===== src/rtl/fence_seq_pkg.sv =====
`default_nettype none
// ============================================================================
//  Module      : fence_seq_pkg
//  Description : Shared types and helpers for the FENCE.I / WFI sequencer.
//                Holds the sequencer state enum and the two routing helpers
//                that pick the next step when a cache is configured out.
//  Revision    : 1.0 - initial release
// ============================================================================
package fence_seq_pkg;

  typedef enum logic [2:0] {
    IDLE      = 3'd0,
    DRAIN     = 3'd1,
    DFLUSH    = 3'd2,
    IINV      = 3'd3,
    DONE      = 3'd4,
    WFI_SLEEP = 3'd5
  } fence_seq_state_t;

  // Step taken once the data-memory port has drained: flush the dcache if
  // present, otherwise invalidate the icache, otherwise retire immediately.
  function automatic fence_seq_state_t post_drain_state(input logic has_dcache,
                                                        input logic has_icache);
    fence_seq_state_t nxt;
    if (has_dcache)      nxt = DFLUSH;
    else if (has_icache) nxt = IINV;
    else                 nxt = DONE;
    return nxt;
  endfunction

  // Step taken once the dcache flush has completed.
  function automatic fence_seq_state_t post_dflush_state(input logic has_icache);
    fence_seq_state_t nxt;
    if (has_icache) nxt = IINV;
    else            nxt = DONE;
    return nxt;
  endfunction

endpackage : fence_seq_pkg
`default_nettype wire


===== src/rtl/fence_sequencer.sv =====
`default_nettype none
// ============================================================================
//  Module      : fence_sequencer
//  Description : Sequences a held FENCE.I (drain data memory, flush dcache,
//                invalidate icache, retire) and a held WFI (optional sleep
//                until an interrupt is pending, then retire). The pipeline is
//                stalled for the whole sequence and released in the retire
//                cycle, where seq_done pulses for one cycle.
//
//  Configuration macro:
//    WFI_SLEEP_EN - when defined, WFI sleeps in WFI_SLEEP until irq_pending;
//                   when undefined, WFI retires as a one-cycle NOP and
//                   irq_pending is unused.
//
//  Parameters:
//    DCACHE_PRESENT - 0 skips the DFLUSH step
//    ICACHE_PRESENT - 0 skips the IINV step
//
//  Ports:
//    CLK          in  clock, rising edge
//    nRST         in  asynchronous active-low reset
//    ifence       in  decoded FENCE.I held in execute
//    wfi          in  decoded WFI held in execute
//    dmem_busy    in  data-memory transaction outstanding
//    dflush_done  in  pulse: dcache writeback/flush complete
//    iclear_done  in  pulse: icache invalidate complete
//    irq_pending  in  any enabled interrupt pending
//    dflush_req   out dcache flush request (level)
//    iclear_req   out icache invalidate request (level)
//    stall        out freeze fetch and execute
//    seq_done     out one-cycle retire pulse for the held instruction
//
//  Revision    : 1.0 - initial release
// ============================================================================
module fence_sequencer
  import fence_seq_pkg::*;
#(
  parameter int unsigned DCACHE_PRESENT = 1,
  parameter int unsigned ICACHE_PRESENT = 1
) (
  input  logic CLK,
  input  logic nRST,
  input  logic ifence,
  input  logic wfi,
  input  logic dmem_busy,
  input  logic dflush_done,
  input  logic iclear_done,
  input  logic irq_pending,
  output logic dflush_req,
  output logic iclear_req,
  output logic stall,
  output logic seq_done
);

  localparam logic c_has_dcache = (DCACHE_PRESENT != 0);
  localparam logic c_has_icache = (ICACHE_PRESENT != 0);

  fence_seq_state_t r_state;
  fence_seq_state_t w_next_state;

  // Where an accepted WFI goes from IDLE, and whether a sleeping core wakes.
  fence_seq_state_t w_wfi_target;
  logic             w_wake;

`ifdef WFI_SLEEP_EN
  assign w_wfi_target = irq_pending ? DONE : WFI_SLEEP;
  assign w_wake       = irq_pending;
`else
  // WFI is a single-cycle NOP. WFI_SLEEP cannot be entered; should it ever
  // be reached it leaves on the next cycle rather than locking up.
  logic w_unused_irq;
  assign w_unused_irq = irq_pending;
  assign w_wfi_target = DONE;
  assign w_wake       = 1'b1;
`endif

  // --------------------------------------------------------------------------
  // State register
  // --------------------------------------------------------------------------
  always_ff @(posedge CLK or negedge nRST) begin
    if (!nRST) begin
      r_state <= IDLE;
    end else begin
      r_state <= w_next_state;
    end
  end

  // --------------------------------------------------------------------------
  // Next-state logic. Requests are only sampled in IDLE; done pulses are only
  // looked at in the state that issued the matching request, so strays and
  // pulses left over from before a reset fall on the floor.
  // --------------------------------------------------------------------------
  always_comb begin
    w_next_state = r_state;
    case (r_state)
      IDLE: begin
        if (ifence) begin
          w_next_state = DRAIN;
        end else if (wfi) begin
          w_next_state = w_wfi_target;
        end
      end
      DRAIN: begin
        if (!dmem_busy) begin
          w_next_state = post_drain_state(c_has_dcache, c_has_icache);
        end
      end
      DFLUSH: begin
        if (dflush_done) begin
          w_next_state = post_dflush_state(c_has_icache);
        end
      end
      IINV: begin
        if (iclear_done) begin
          w_next_state = DONE;
        end
      end
      DONE: begin
        w_next_state = IDLE;
      end
      WFI_SLEEP: begin
        if (w_wake) begin
          w_next_state = DONE;
        end
      end
      default: begin
        w_next_state = IDLE;
      end
    endcase
  end

  // --------------------------------------------------------------------------
  // Output logic. Requests are decoded from a single state each, so they can
  // never overlap. In IDLE the stall is combinational from the held request
  // so the instruction is frozen in the very cycle it is decoded.
  // --------------------------------------------------------------------------
  always_comb begin
    dflush_req = 1'b0;
    iclear_req = 1'b0;
    stall      = 1'b0;
    seq_done   = 1'b0;
    case (r_state)
      IDLE: begin
        stall = ifence | wfi;
      end
      DRAIN: begin
        stall = 1'b1;
      end
      DFLUSH: begin
        stall      = 1'b1;
        dflush_req = 1'b1;
      end
      IINV: begin
        stall      = 1'b1;
        iclear_req = 1'b1;
      end
      DONE: begin
        seq_done = 1'b1;
      end
      WFI_SLEEP: begin
        stall = 1'b1;
      end
      default: begin
        stall = 1'b0;
      end
    endcase
  end

endmodule : fence_sequencer
`default_nettype wire


===== config.mk =====
export PLATFORM = sky130hd
export DESIGN_NAME = fence_sequencer
export DESIGN_NICKNAME = d
export VERILOG_FILES = /design/src/rtl/fence_seq_pkg.sv /design/src/rtl/fence_sequencer.sv
export SDC_FILE = /design/constraint.sdc
export NUM_CORES = 1
export LEC_CHECK = 0
export ABC_CLOCK_PERIOD_IN_PS = 1300
export CORE_AREA = 8 8 45 47
export CTS_BUF_LIST = sky130_fd_sc_hd__clkbuf_2 sky130_fd_sc_hd__clkbuf_4 sky130_fd_sc_hd__clkbuf_8
export CTS_CLUSTER_SIZE = 16
export DETAILED_ROUTE_END_ITERATION = 7
export DIE_AREA = 0 0 53 55
export PLACE_DENSITY_LB_ADDON = 0.25
export SYNTH_ARGS = -nofsm -noshare
export SYNTH_HDL_FRONTEND = slang
export SYNTH_SLANG_ARGS = --single-unit

===== constraint.sdc =====
create_clock -name CLK -period 1.3 [get_ports CLK]
set_input_delay 0.26 -clock CLK [delete_from_list [all_inputs] [get_ports CLK]]
set_output_delay 0.26 -clock CLK [all_outputs]
set_load 0.01 [all_outputs]

==> summary.md <==
| Metric | Value |
|---|---|
| Status | complete, but fails checks |
| Failing checks | setup timing |
| Initial antenna violation count | 0 |
| F_max | 0.757 GHz |
| Cell row count | 14 |
| Worst-Margin Slew | 0.257 ns |
| Met3 usage | 2.94% |
| Min Clock Period, post-route | 1.32 ns |
| Worst hold path class | in2async |
| Gr busiest metal | met2 |
| Die span in x | 53 µm |
| Period utilization | 102% |
| Top post-synthesis cells by area | dfrtp_1 34%, or3b_1 8.0%, buf_6 5.1% |
| DP Area | 373 µm² |
| CTS tree | yes |
| Via count | 252 |
| Initial Utilization | 15.8% |
| Ys async rst share | 100% |
| Biggest regs | r_state (3) |
| Type of origin of the critical path | flop |
| Int Power | 0.000582 W |
| Global-route wire length before repair | 1.03 mm |
| Starting DRT DRC Count | 0 |
| Global-route met1 utilization | 5.34% |
| Final wirelength | 674 µm |
| RePlAce Congestion | 0.739 |
| DRT Pass-1 Iters | 1 |
| Inserted Diodes | 0 |
| Largest register FFs | 3 |
| Clk root buf | clkbuf_4 |
| Share of cells above drive strength 1 | 56.8% |
| Final instance area | 420 µm² |
| CP Capture Type | primary output |
| Num CTS Buffers | 3 |
| Gr ovfl total | 0 |
| Routed len/inst | 11.2 µm |
| Crit path kind | reg2out |
| PortBufs | 10 |
| NetSw | 0.000314 W |
| Switch share | 35.1% |
| Post-DP HPWL | 493 µm |
| Flop2flop setup slack | 0.08 ns |
| Gate power share | 56.3% |
| Worst Skew | 0.000329 ns |
| Hold Fails Final Rpt | 0 |
| Clock Tree Buf Depth | 2 |
| PD cells | 2130 nW/µm² |
| Pin count of the biggest net entering global routing | 7 |
| Clk_lat worst skew | 0.23 ns |
| Synth unique cells | 18 |
| Nets@finish | 53 |
| Syn_area_per_cell | 9.52 µm² |
| Number of synthesized register bits | 3 |
| Max Slew Vio Count | 0 |
| Arrival @ worst endpoint | 1.06 ns |
| Core area | 1380 µm² |
| Vias in the first global route | 265 |
| Syn nets | 31 |
| EDFF count, synth | 0 |
| CP max FO | 5 |
| Leak Pwr | 0.197 nW |
| Max cap viols | 0 |
| H-tree depth | 1 |
| Syn Inst Count | 23 |
| Top-area cell type share of the netlist area | 34.3% |
| DRT antenna net count | 0 |
| Met2 capacity usage during global routing | 7.03% |
| Setup slack after layout | -0.0217 ns |
| Vias/cell | 4.20 |
| Most area-hungry cell type in the Yosys netlist | dfrtp_1 |
| Seq pwr share | 23.0% |
| RSZ-0062 raised after global routing | true |
| Clock-pin slew on the worst setup and hold paths | 0.04 ns |
| Synth Flop Type | dfrtp_1 |
| Final setup fails | 4 |
| Worst-case vdd ir drop | 0.000827 V |
| IO Pins | 12 |
| Die Y | 55 µm |
| Clock power share | 20.7% |
| Mapped Area | 219 µm² |
| Clock sink count | 3 |
| Largest Register | r_state |
| WP data required | 1.04 ns |
| Synthesis-to-layout area growth | 92.0% |
| Register area share after synthesis | 34.3% |
| DIE AREA | 2920 µm² |
| YS warnings | 0 |
| # DRC | 0 |
| GRT Overall Usage | 4.98% |
| Hold WS | 0.206 ns |
| Top cells by count, synth | 3 x dfrtp_1, 3 x nor2_1, 2 x or3b_1 |
| Relative slew margins | 82.8% |
| Final core utilization | 30.4% |
## layout by cell type, fill, tap and decap left out, types with 2 or more instances in the layout
cell and instances:
dfrtp_2 2, buf_4 8, nor2_1 3, or3b_1 2
buf_2 4, clkbuf_4 4, clkdlybuf4s50_1 5
## cell families (layout without fill, tap and decap cells)
group	after synthesis	in the layout	share of synthesized area, %
AND/OR/NAND/NOR	12	12	35.4
buffers and inverters	2	23	6.86
multiplexers	1	1	4.57
flip-flops	3	3	34.3
AO/OA/AOI/OAI	5	5	18.9
## final timing paths
path	from	cells after the start	end
max	r_state[1]	3	stall
min	nRST	1	r_state[2]
max reg2reg	r_state[2]	4	r_state[2]
min reg2reg	r_state[2]	3	r_state[1]
max in group asynchronous	nRST	1	r_state[1]
min in group CLK	wfi	3	r_state[2]
## cell type report
cell class | count | area [µm²]
clock buffers | 4 | 30.0
inverters | 1 | 3.75
multi-input cells | 18 | 146
fillers | 154 | 963
well taps | 16 | 20.0
repair buffers | 18 | 143
flip-flops and latches | 3 | 77.6
## power groups by stage
stage / Clock, W / Sequential [W] / Combinational [W]
after global placement: 0 / 0.000199 / 0.000481
after detailed placement: 0 / 0.000197 / 0.000477
final: 0.000185 / 0.000206 / 0.000505
after CTS: 0.000196 / 0.000211 / 0.000484
after global routing: 0.000204 / 0.000215 / 0.000548
after floorplan: 0 / 0.000186 / 0.000268
## critical path, stage by stage, from the launching register on
cell and delay, ns:
dfrtp_2 0.43, nor3_2 0.18, o22ai_1 0.08, buf_2 0.14
## metrics by stage
| step | total power [W] | TNS [ns] | setup WS (ns) | instances |
|---|---|---|---|---|
| CTS | 0.000892 | -0.0521 | -0.0429 | 59 |
| global route | 0.000967 | -0.250 | -0.0902 | 60 |
| detailed placement | 0.000674 | -1.13 | -0.432 | 54 |
| floorplan | 0.000453 | 0 | 0.232 | 23 |
| global placement | 0.000680 | -1.12 | -0.417 | 54 |
| finish | 0.000896 | -0.0550 | -0.0217 | 60 |
## routing by layer
layer / vias to the layer above / wire length (µm)
li1: 129 / -
met1: 115 / 312
met2: 8 / 318
met3: 0 / 44
met4: 0 / 0
met5: - / 0
## repair_timing
item | in CTS | in global routing
gates resized for setup | 21 | 1
pin swaps | 3 | 1
endpoints found under the setup margin | 4 | 4
setup buffers | 1 | 1
hold endpoints to repair | 0 | 0
hold buffers | 0 | 0
Note: power is estimated with default switching activity, not from simulation.
